`config.mk`:
```
export PLATFORM = sky130hd
export DESIGN_NAME = gf180mcu_rst_release_seq_flat
export DESIGN_NICKNAME = d
export VERILOG_FILES = /design/src/rtl/gf180mcu_rst_release_seq_if.sv /design/src/rtl/gf180mcu_rst_release_seq.sv /design/src/flat_wrapper.sv
export SDC_FILE = /design/constraint.sdc
export NUM_CORES = 1
export LEC_CHECK = 0
export ABC_AREA = 1
export BUFFER_PORTS_ARGS = -buffer_cell sky130_fd_sc_hd__buf_2
export CAP_MARGIN = 20
export CORE_MARGIN = 2
export CORE_UTILIZATION = 40
export DETAILED_ROUTE_END_ITERATION = 7
export SLEW_MARGIN = 30
export SYNTH_ARGS = -nofsm -noshare
export SYNTH_HDL_FRONTEND = slang
export SYNTH_SLANG_ARGS = --single-unit
```
`constraint.sdc`:
```
create_clock -name clk -period 1.3 [get_ports clk]
set_input_delay 0.065 -clock clk [delete_from_list [all_inputs] [get_ports clk]]
set_output_delay 0.065 -clock clk [all_outputs]
set_load 0.01 [all_outputs]
```
`src/rtl/gf180mcu_rst_release_seq_if.sv`:
```
// Software-reset handshake and per-domain reset outputs of the reset-release sequencer.
// GF180_RSTSEQ_STATUS_EN adds the rel_cnt status output.
interface gf180mcu_rst_release_seq_if #(
   parameter int NUM_DOM = 4
);
   localparam int RCW = (NUM_DOM + 1 > 1) ? $clog2(NUM_DOM + 1) : 1;

   logic               sw_rst_req;
   logic               sw_rst_ack;
   logic [NUM_DOM-1:0] dom_rn;
   logic               ready;
`ifdef GF180_RSTSEQ_STATUS_EN
   logic [RCW-1:0]     rel_cnt;

   modport master (output sw_rst_req, input sw_rst_ack, input dom_rn, input ready, input rel_cnt);
   modport slave  (input sw_rst_req, output sw_rst_ack, output dom_rn, output ready, output rel_cnt);
`else
   modport master (output sw_rst_req, input sw_rst_ack, input dom_rn, input ready);
   modport slave  (input sw_rst_req, output sw_rst_ack, output dom_rn, output ready);
`endif
endinterface

```
`src/rtl/gf180mcu_rst_release_seq.sv`:
```
// Reset-release sequencer: async assert, staggered synchronous release of NUM_DOM domain resets.
// GF180_RSTSEQ_STATUS_EN adds a registered count of released domains (bus.rel_cnt).
//
// state      | meaning
// -----------+-----------------------------------------------------------
// ST_HOLD    | chip reset just released, waiting for synchronized rn
// ST_RELEASE | releasing domains in ascending order, one per STAGE_CYC
// ST_RUN     | all domains released, watching for software requests
// ST_ASSERT  | all domains held in reset for STAGE_CYC clocks (SW cycle)
module gf180mcu_rst_release_seq #(
   parameter int NUM_DOM     = 4,
   parameter int STAGE_CYC   = 8,
   parameter int SYNC_STAGES = 2
) (
   input  logic                        clk,
   input  logic                        rn,
   gf180mcu_rst_release_seq_if.slave   bus
);

   localparam int CNTW = (STAGE_CYC > 1) ? $clog2(STAGE_CYC) : 1;
   localparam int IDXW = (NUM_DOM > 1) ? $clog2(NUM_DOM) : 1;
   localparam logic [CNTW-1:0] CNT_TC   = CNTW'(STAGE_CYC - 1);
   localparam logic [IDXW-1:0] IDX_LAST = IDXW'(NUM_DOM - 1);

   typedef enum logic [1:0] {
      ST_HOLD    = 2'd0,
      ST_RELEASE = 2'd1,
      ST_RUN     = 2'd2,
      ST_ASSERT  = 2'd3
   } state_t;

   state_t             state_q, state_nxt;
   logic [CNTW-1:0]    cnt_q, cnt_nxt;
   logic [IDXW-1:0]    idx_q, idx_nxt;
   logic [NUM_DOM-1:0] dom_q, dom_nxt;
   logic               ready_q, ready_nxt;
   logic               ack_q, ack_nxt;
   logic               sw_q, sw_nxt;
   logic [SYNC_STAGES-1:0] sync_q;
   logic               rn_sync;

   assign rn_sync = sync_q[SYNC_STAGES-1];

   always_ff @(posedge clk or negedge rn) begin
      if (!rn) begin
         sync_q <= '0;
      end else begin
         sync_q <= {sync_q[SYNC_STAGES-2:0], 1'b1};
      end
   end

   always_ff @(posedge clk or negedge rn) begin
      if (!rn) begin
         state_q <= ST_HOLD;
         cnt_q   <= '0;
         idx_q   <= '0;
         dom_q   <= '0;
         ready_q <= 1'b0;
         ack_q   <= 1'b0;
         sw_q    <= 1'b0;
      end else begin
         state_q <= state_nxt;
         cnt_q   <= cnt_nxt;
         idx_q   <= idx_nxt;
         dom_q   <= dom_nxt;
         ready_q <= ready_nxt;
         ack_q   <= ack_nxt;
         sw_q    <= sw_nxt;
      end
   end

   always_comb begin
      state_nxt = state_q;
      cnt_nxt   = cnt_q;
      idx_nxt   = idx_q;
      dom_nxt   = dom_q;
      ready_nxt = ready_q;
      ack_nxt   = 1'b0;
      sw_nxt    = sw_q;
      case (state_q)
         ST_HOLD: begin
            if (rn_sync) begin
               state_nxt = ST_RELEASE;
               cnt_nxt   = '0;
               idx_nxt   = '0;
            end
         end
         ST_RELEASE: begin
            if (cnt_q == CNT_TC) begin
               cnt_nxt        = '0;
               dom_nxt[idx_q] = 1'b1;
               idx_nxt        = idx_q + IDXW'(1);
               if (idx_q == IDX_LAST) begin
                  // last domain: idx parks at 0 rather than wrapping past NUM_DOM-1
                  idx_nxt   = '0;
                  state_nxt = ST_RUN;
                  ready_nxt = 1'b1;
                  ack_nxt   = sw_q;
                  sw_nxt    = 1'b0;
               end
            end else begin
               cnt_nxt = cnt_q + CNTW'(1);
            end
         end
         ST_RUN: begin
            if (bus.sw_rst_req) begin
               dom_nxt   = '0;
               ready_nxt = 1'b0;
               sw_nxt    = 1'b1;
               cnt_nxt   = '0;
               state_nxt = ST_ASSERT;
            end
         end
         ST_ASSERT: begin
            if (cnt_q == CNT_TC) begin
               state_nxt = ST_RELEASE;
               cnt_nxt   = '0;
               idx_nxt   = '0;
            end else begin
               cnt_nxt = cnt_q + CNTW'(1);
            end
         end
         default: state_nxt = ST_HOLD;
      endcase
   end

   assign bus.dom_rn     = dom_q;
   assign bus.ready      = ready_q;
   assign bus.sw_rst_ack = ack_q;

`ifdef GF180_RSTSEQ_STATUS_EN
   localparam int RCW = (NUM_DOM + 1 > 1) ? $clog2(NUM_DOM + 1) : 1;
   logic [RCW-1:0] rel_q;

   always_ff @(posedge clk or negedge rn) begin
      if (!rn) begin
         rel_q <= '0;
      end else if (state_q == ST_RUN && bus.sw_rst_req) begin
         rel_q <= '0;
      end else if (state_q == ST_RELEASE && cnt_q == CNT_TC) begin
         rel_q <= rel_q + RCW'(1);
      end
   end

   assign bus.rel_cnt = rel_q;
`endif

endmodule
```
`src/flat_wrapper.sv`:
```
// flat-port wrapper written by rule: the top's interface ports become plain ports
module gf180mcu_rst_release_seq_flat 
#(
   parameter int NUM_DOM     = 4,
   parameter int STAGE_CYC   = 8,
   parameter int SYNC_STAGES = 2
)
  (clk, rn, bus_sw_rst_req, bus_sw_rst_ack, bus_dom_rn, bus_ready);
  gf180mcu_rst_release_seq_if #(.NUM_DOM(NUM_DOM)) bus_i ();
  input  logic clk;
  input  logic rn;
  input wire logic [$bits(bus_i.sw_rst_req)-1:0] bus_sw_rst_req;
  output wire logic [$bits(bus_i.sw_rst_ack)-1:0] bus_sw_rst_ack;
  output wire logic [$bits(bus_i.dom_rn)-1:0] bus_dom_rn;
  output wire logic [$bits(bus_i.ready)-1:0] bus_ready;
  assign bus_i.sw_rst_req = bus_sw_rst_req;
  assign bus_sw_rst_ack = bus_i.sw_rst_ack;
  assign bus_dom_rn = bus_i.dom_rn;
  assign bus_ready = bus_i.ready;
  gf180mcu_rst_release_seq #(.NUM_DOM(NUM_DOM), .STAGE_CYC(STAGE_CYC), .SYNC_STAGES(SYNC_STAGES)) u_core (.clk(clk), .rn(rn), .bus(bus_i));
endmodule
```
## Yosys cells after proc, flatten, opt, wreduce, memory -nomap -nowiden

Cells that the tools add are included.

| word-level totals | value |
|---|---|
| input port bits | 3 |
| output and inout bits | 6 |
| logic and storage cells | 64 |
| register bits | 16 |

| operators by class | value |
|---|---|
| order comparisons | 2 |
| equal/unequal tests | 10 |
| muxes and demuxes | 31 |
| bitwise operators | 1 |
| reduce and logical (&&, ||, !) cells | 10 |
| add/sub/neg operators | 2 |

Operators by type and width:

| kind | number |
|---|---|
| $mux 2 | 9 |
| $mux 1 | 10 |
| $mux 3 | 3 |
| $pmux 3 s3 | 1 |
| $mux 4 | 2 |
| $ne 2x1->1 const B | 4 |
| $pmux 2 s4 | 1 |
| $pmux 4 s2 | 1 |
| $reduce_and 4->1 | 2 |
| $eq 2x2->1 const B | 3 |
| $pmux 2 s3 | 1 |
| $reduce_and 5->1 | 1 |
| $or 4x4->4 | 1 |
| $pmux 1 s2 | 2 |
| $add 3x1->3 const B | 1 |
| $eq 3x3->1 const B | 1 |
| $lt 2x3->1 const B | 1 |
| $reduce_and 3->1 | 1 |
| $reduce_bool 3->1 | 1 |
| $add 2x1->2 const B | 1 |
| $demux 1 s2 | 1 |
| $eq 2x1->1 const B | 1 |
| $ge 2x1->1 const B | 1 |
| $logic_not 2->1 | 1 |
| 5 further kinds | 5 |

## Longest topological paths before layout

Gate-level depths: netlist (run 1).

| depth | value |
|---|---|
| word-level depth | 7 |
| mapped depth | 8 |
| depth with buffers taken out | 8 |

## Least setup slack after synthesis (run 1)

OpenSTA, ideal clock, no wires.

| timing | value |
|---|---|
| kind | reg-to-reg |
| start point | reg u_core.cnt_q[0] |
| end point | reg u_core.idx_q[1] |
| clock period less this slack | 1305 ps |
| setup slack | -5 ps |
| arrival | 1187 ps |
| library setup time | 118 ps |
| buffers on the path | 0 |
| cell stages (with the launch flop) | 9 |
| data required time | 1182 ps |
| cells stage by stage | dfrtp_1 -> ha_1 -> ha_1 -> inv_1 -> nand2_1 -> nand2_1 -> nor2_4 -> nand3b_1 -> nand2_1 |

| between the ends | value |
|---|---|
| longest elaborated chain between the ends | 3 |
| elaborated cells on any way between the ends | 4 |
| those cells by class | eq/ne (3); reduce/logical (1) |

RTL lines:

| what | RTL line | text |
|---|---|---|
| start, declared | gf180mcu_rst_release_seq.sv:33 | `logic [CNTW-1:0] cnt_q, cnt_nxt;` |
| start signal, assigned | gf180mcu_rst_release_seq.sv:63 | `cnt_q <= cnt_nxt;` |
| $eq 3x3->1 * | gf180mcu_rst_release_seq.sv:89, gf180mcu_rst_release_seq.sv:115 |  |
| $ne 2x1->1 (no line) | n/a |  |
| $reduce_and 4->1 (no line) * | n/a |  |
| end signal, assigned | gf180mcu_rst_release_seq.sv:64 | `idx_q <= idx_nxt;` |
| end, declared | gf180mcu_rst_release_seq.sv:34 | `logic [IDXW-1:0] idx_q, idx_nxt;` |

Mark *: on every way between the ends. The rest lies on a longest branch, timed or not.
A chain may end at the register's enable or synchronous reset.

## Worst setup path after layout (run 1)

| timing | value |
|---|---|
| start point | reg u_core.state_q[0] |
| end point | reg u_core.state_q[0] |

| between the ends | value |
|---|---|
| longest elaborated chain between the ends | 3 |
| elaborated cells on any way between the ends | 11 |
| those cells by class | eq/ne (8); mux (1); reduce/logical (2) |

RTL lines:

| what | RTL line | text |
|---|---|---|
| start, declared | gf180mcu_rst_release_seq.sv:32 | `state_t state_q, state_nxt;` |
| start signal, assigned | gf180mcu_rst_release_seq.sv:62 | `state_q <= state_nxt;` |
| $eq 2x2->1, or another cell as far along | gf180mcu_rst_release_seq.sv:80 | `case (state_q)` |
| $ne 2x1->1 (no line) or $ne 2x2->1 (tied branches) | n/a |  |
| $reduce_and 5->1 (no line) | n/a |  |

Several ways; a longest one is shown, not always the timed one.

==> results of run 1 <==
[worst max-delay path, stage by stage, from the launching register on]
cell and delay, ns:
dfrtp_1 0.43, buf_4 0.16, ha_2 0.18, nand2_2 0.10
nand2_4 0.07, nor2_4 0.13, nand3_1 0.09, nand2_1 0.07
[power breakdown]
part	internal [uW]	switching (uW)	leakage, uW	total, uW
sequential	681	162	0.000203	842
combinational	691	876	0.000363	1570
clock	171	164	0.0000210	334
total	1540	1200	0.000587	2740
[kinds of logic after synthesis]
family,synth area share (%)
AOI/OAI and AO/OA,9.91
other,0.425
buffers and inverters,6.80
adders and majority gates,15.6
and+or+nand+nor,22.0
DFF,45.3
[registers in the layout (all words and copies together), names as in the netlist]
register               flops
u_core.sw_q                1
u_core.idx_q               2
u_core.bus.sw_rst_ack      1
u_core.cnt_q               3
u_core.bus.dom_rn          4
u_core.bus.ready           1
u_core.sync_q              2
u_core.state_q             2
[worst min path at each step]
| stage | start | endpoint | slack (ns) |
|---|---|---|---|
| finish | rn | u_core.bus.dom_rn[0] | 0.21 |
| global route | rn | u_core.bus.dom_rn[0] | 0.24 |
| CTS | rn | u_core.bus.dom_rn[2] | 0.21 |
| detailed placement | rn | u_core.bus.dom_rn[2] | 0.003 |
| global placement | rn | u_core.bus.dom_rn[1] | 0.0007 |
| floorplan | rn | u_core.bus.dom_rn[0] | -0.23 |
[metal layers]
layer  global-route usage (%)  vias up
met2                     26.8       10
met3                     3.51        5
li1                         -      362
met1                     18.4      326
met4                     9.01        0
met5                        0        -
[timing repair]
| item | in CTS | in global routing |
|---|---|---|
| pin swaps | 6 | 1 |
| gates resized for setup | 21 | 9 |
| hold buffers | 1 | 0 |
| endpoints found under the setup margin | 12 | 12 |
| buffers inserted | 2 | 0 |
| hold endpoints to repair | 16 | 0 |
[layout make-up]
cell class | instances | area [sq um] | area share (%)
Timing Repair Buffer | 16 | 106 | 9.03
Sequential cell | 16 | 400 | 34.0
Inverter | 16 | 62.6 | 5.31
Clock buffer | 4 | 36.3 | 3.08
Tap cell | 28 | 35.0 | 2.98
Multi-Input combinational cell | 70 | 537 | 45.6
[cell usage after synthesis]
master    count
conb_1        1
dfrtp_1      16
ha_1         11
inv_1        14
inv_2         2
nand2_1      27
nand2_2       3
nand3_1       8
nand3b_1      2
nor2_1        2
nor2_4        1
o21ai_0       8
o21ai_1       3
o21ai_2       2
o21bai_1      2
[metrics by stage]
step           util, %  area [sq um]  power (uW)
4_1_cts           52.8          1130        2670
5_1_grt           54.8          1180        3010
3_3_place_gp      46.5           998        2070
6_report          54.8          1180        2740
3_5_place_dp      46.5           998        2100
2_1_floorplan        -           886        1700
==> results by group, run 1 <==
Clock network
  • Clk buf depth: 2
  • CTS clk-pin slew, worst paths: about 0.10 ns
  • Clock buffer count from CTS: 3
  • H-Tree Depth: 1
  • CTS tree: yes
  • CTS sink cnt: 16
  • Root Driver: clkbuf_4
  • Worst-Skew Late Latency: between 0.2 and 0.3 ns

Die
  • Die footprint: 0.00260 sq mm
  • Die H: 51.0 um
  • Initial core utilization: between 40 and 50%
  • IO Count: 9
  • CORE AREA: 0.00215 sq mm
  • Die Span X: 51.0 um
  • Row cnt: 17

Placement
  • Dpl ws: -0.0965 ns
  • Gpl congestion: about 0.81
  • DP Wirelength: between 1000 and 1500 um
  • Post-Place Cells: ~140
  • Port Buffers: 8

GRT
  • Gr ovfl total: 0
  • GRT Total Usage: approximately 16%
  • Initial antenna violation count: 0
  • First-pass GRT wire length: ~3000 um
  • Largest net degree at the start of global routing: 17
  • Vias in the first global route: about 700

Setup path
  • Worst setup path endpoint: u_core.state_q[0]
  • R2R depth: 7
  • Crit. Startpoint: u_core.state_q[0]
  • Terminus of the critical flop-to-flop path: u_core.state_q[0]
  • Endpoint class of the critical path: register
  • Startpoint types: register
  • Data required, critical path: roughly 1.5 ns
  • Reg2reg start: u_core.state_q[0]
  • Data arrival time of the worst path: between 1.5 and 2 ns
  • Crit Path Class: register to register
  • R2r setup slk: ~0.0063 ns
  • Worst-path fanout max: 4

Logic synthesis
  • Synthesized cell area: roughly 900 sq um
  • Synth area leaders: dfrtp_1, ha_1, nand2_1
  • Post-synthesis cell type count: 15
  • Post-Syn Area per Cell: slightly below 9 sq um
  • Top-area cell type share of the netlist area: 45.3%
  • Mapped Cells: 102
  • Synthesis Warnings: 0
  • Mapped Nets: between 100 and 150
  • Dominant cell type by area after synthesis: dfrtp_1
  • FF+latch count, synth: 16
  • Seq/Total Area, Yosys: roughly 45%

Timing
  • Tcrit/Tclk final: 99.5%
  • # setup viols final: 0
  • Fin. Hold Viols: 0
  • Final setup margin: about 0.0063 ns
  • Pins Over Slew Limit: 0
  • Clock skew: between 0.0015 and 0.002 ns
  • Post-route setup TNS: 0 ns
  • Max Clk Rate: around 770 MHz
  • Final hold slack: around 0.21 ns
  • Period minus WS final: between 1 and 1.5 ns
  • RSZ-0062 raised after global routing: yes

Layout
  • Antenna Cells: 0
  • Area grow syn2layout: 33.3%
  • Final cell count without fillers: 150
  • Most frequent cells in the layout: nand2_1, dfrtp_1, inv_1, nand2_2
  • Fillers: approximately 190
  • Ratio of cells with drive above 1 in the final layout: a little under 40%
  • Nets@finish: roughly 140
  • Commonest non-fill, non-tap cell in the layout: nand2_1

Detailed routing
  • First drt pass iteration count: 4
  • Drt total wl: between 1500 and 2000 um
  • DR WL/cell: roughly 11 um
  • Top sig layer: met4
  • DR WL met2: about 820 um
  • M1 WL: roughly 750 um
  • Routed Antenna Nets: 0
  • Routed wl met3: 56 um
  • Iter 0 DRT Violations: 9
  • Average vias per placed instance: around 4.7
  • DR vias: ~700
  • # DRC: 0

Pwr
  • Power per cell area: approximately 2300 mW/mm^2
  • Leakage: 0.000587 uW
  • VDD IR-drop max: roughly 0.0015 V

Run status
  • Status: complete, no violations

Min path
  • Hold Crit Class: primary input to asynchronous set/reset pin

Run
  • Max cap viols: 0
(Power assumes the default switching activity.)
==> run 2: changes to the inputs <==
- clock period: 1.3 -> 1.55 ns (I/O delays scaled with it)
==> results by group, run 2 (synthesis results as in run 1) <==
Setup path
  • Data arrival time of the worst path: 1.60 ns (+0.07 ns)
  • Endpoint class of the critical path: register
  • Crit Path Class: register to register
  • Worst-path fanout max: 4 (unchanged)
  • Startpoint types: register
  • Data required, critical path: 1.73 ns (+0.20 ns)

Timing
  • # setup viols final: 0 (unchanged)
  • Tcrit/Tclk final: 91.9% (-7.6 points)
  • RSZ-0062 raised after global routing: no
  • Fin. Hold Viols: 0 (unchanged)
  • Period minus WS final: 1.42 ns (+0.131 ns)
  • Pins Over Slew Limit: 0 (unchanged)
  • Clock skew: 0.00528 ns (+0.00336 ns)
  • Max Clk Rate: 702 MHz (-9.2%)
  • Post-route setup TNS: 0 ns (unchanged)

Clock network
  • Clock buffer count from CTS: 3 (unchanged)
  • Root Driver: clkbuf_4
  • CTS sink cnt: 16 (unchanged)
  • H-Tree Depth: 1 (unchanged)
  • Worst-Skew Late Latency: 0.29 ns (about the same)
  • CTS tree: yes
  • Clk buf depth: 2 (unchanged)
  • Post-CTS Setup Bufs: 0 (-2)
  • CTS clk-pin slew, worst paths: 0.09 ns (about the same)

Die
  • Row cnt: 17 (unchanged)
  • Die footprint: 0.00260 sq mm (unchanged)
  • IO Count: 9 (unchanged)
  • Initial core utilization: 41.1% (unchanged)
  • Die H: 51.0 um (unchanged)
  • CORE AREA: 0.00215 sq mm (unchanged)
  • Die Span X: 51.0 um (unchanged)

Placement
  • Port Buffers: 8 (unchanged)
  • Gpl congestion: 0.792 (-2.4%)
  • DP Wirelength: 1160 um (-8.1%)

GRT
  • GRT Total Usage: 14.2% (-1.6 points)
  • Gr ovfl total: 0 (unchanged)
  • First-pass GRT wire length: 2560 um (-15%)
  • Initial antenna violation count: 0 (unchanged)
  • Vias in the first global route: 611 (-15%)
  • Largest net degree at the start of global routing: 17 (unchanged)

Pwr
  • Power per cell area: 1880 mW/mm^2 (-19%)
  • Leakage: 0.000541 uW (-7.8%)
  • Total Power: 1880 uW (-32%)
  • VDD IR-drop max: 0.00108 V (-28%)

Detailed routing
  • DR WL/cell: 10.7 um (-3.6%)
  • Average vias per placed instance: 4.66 (-0.53%)
  • First drt pass iteration count: 3 (-1)
  • Routed Antenna Nets: 0 (unchanged)
  • DR vias: 662 (-5.8%)
  • Iter 0 DRT Violations: 6 (-3)
  • # DRC: 0 (unchanged)
  • Drt total wl: 1520 um (-8.7%)

Run status
  • Status: complete, no violations

Layout
  • Nets@finish: 130 (-5.1%)
  • Ratio of cells with drive above 1 in the final layout: 16.7% (-23 points)
  • Antenna Cells: 0 (unchanged)
  • Area grow syn2layout: 12.7%
  • Commonest non-fill, non-tap cell in the layout: nand2_1
  • Most frequent cells in the layout: nand2_1, dfrtp_1, inv_1
  • Max reg flops: 4 (unchanged)

Run
  • Max cap viols: 0 (unchanged)

Min path
  • Hold Crit Class: primary input to asynchronous set/reset pin
-- run 2: metrics by stage --
stage / hold slack (ns) / instances / setup slack, ns / utilization (%) / area [sq um]
after floorplan: -0.218 / 102 / 0.245 / - / 883
after global placement: 0.00838 / 138 / 0.169 / 44.6 / 958
after detailed placement: 0.0139 / 138 / 0.142 / 44.6 / 958
after CTS: 0.223 / 142 / 0.125 / 46.1 / 991
after global routing: 0.238 / 142 / 0.00649 / 46.4 / 996
final: 0.215 / 142 / 0.125 / 46.4 / 996
-- run 2: report_power, final --
part,internal (uW),switching (uW),leakage [uW]
Clock,90.4,130,0.0000138
Combinational,366,609,0.000324
Sequential,571,112,0.000203
-- run 2: what timing repair did --
action                                  CTS  global route
hold buffers                              1             0
hold endpoints to repair                 16             0
resized for setup                         0             1
endpoints found under the setup margin    0             1
-- run 2: final timing paths --
kind                       depth (start not counted)              endpoint  slack [ns]        startpoint
max                                                8     u_core.state_q[1]        0.13   u_core.cnt_q[0]
min                                                2  u_core.bus.dom_rn[2]        0.22                rn
max reg2reg                                        8     u_core.state_q[1]        0.13   u_core.cnt_q[0]
min reg2reg                                        0      u_core.sync_q[1]        0.36  u_core.sync_q[0]
max in group asynchronous                          2     u_core.state_q[1]        1.07                rn
min in group clk                                   5  u_core.bus.dom_rn[0]        0.27    bus_sw_rst_req
-- run 2: final cells by class --
cell class / instances / area [sq um]
Sequential cell: 16 / 400
Inverter: 16 / 60.1
Clock buffer: 3 / 22.5
Timing Repair Buffer: 9 / 50.0
Tap cell: 28 / 35.0
Fill cell: 210 / 1150
Multi-Input combinational cell: 70 / 428
-- run 2: worst max-delay path, stage by stage, from the launching register on --
cell     delay (ns)
dfrtp_1        0.39
ha_1           0.20
ha_1           0.22
inv_1          0.09
nand2_1        0.07
nand2_1        0.15
nor2_4         0.06
nand3_1        0.06
nand2_1        0.06
-- run 2: metal layers --
layer | vias up | track usage, % | share of wire [%]
met5 | - | 0 | 0
met4 | 0 | 8.11 | 2.2
met3 | 4 | 6.14 | 4.3
met2 | 10 | 23.2 | 47
met1 | 300 | 15.4 | 46
li1 | 348 | - | -
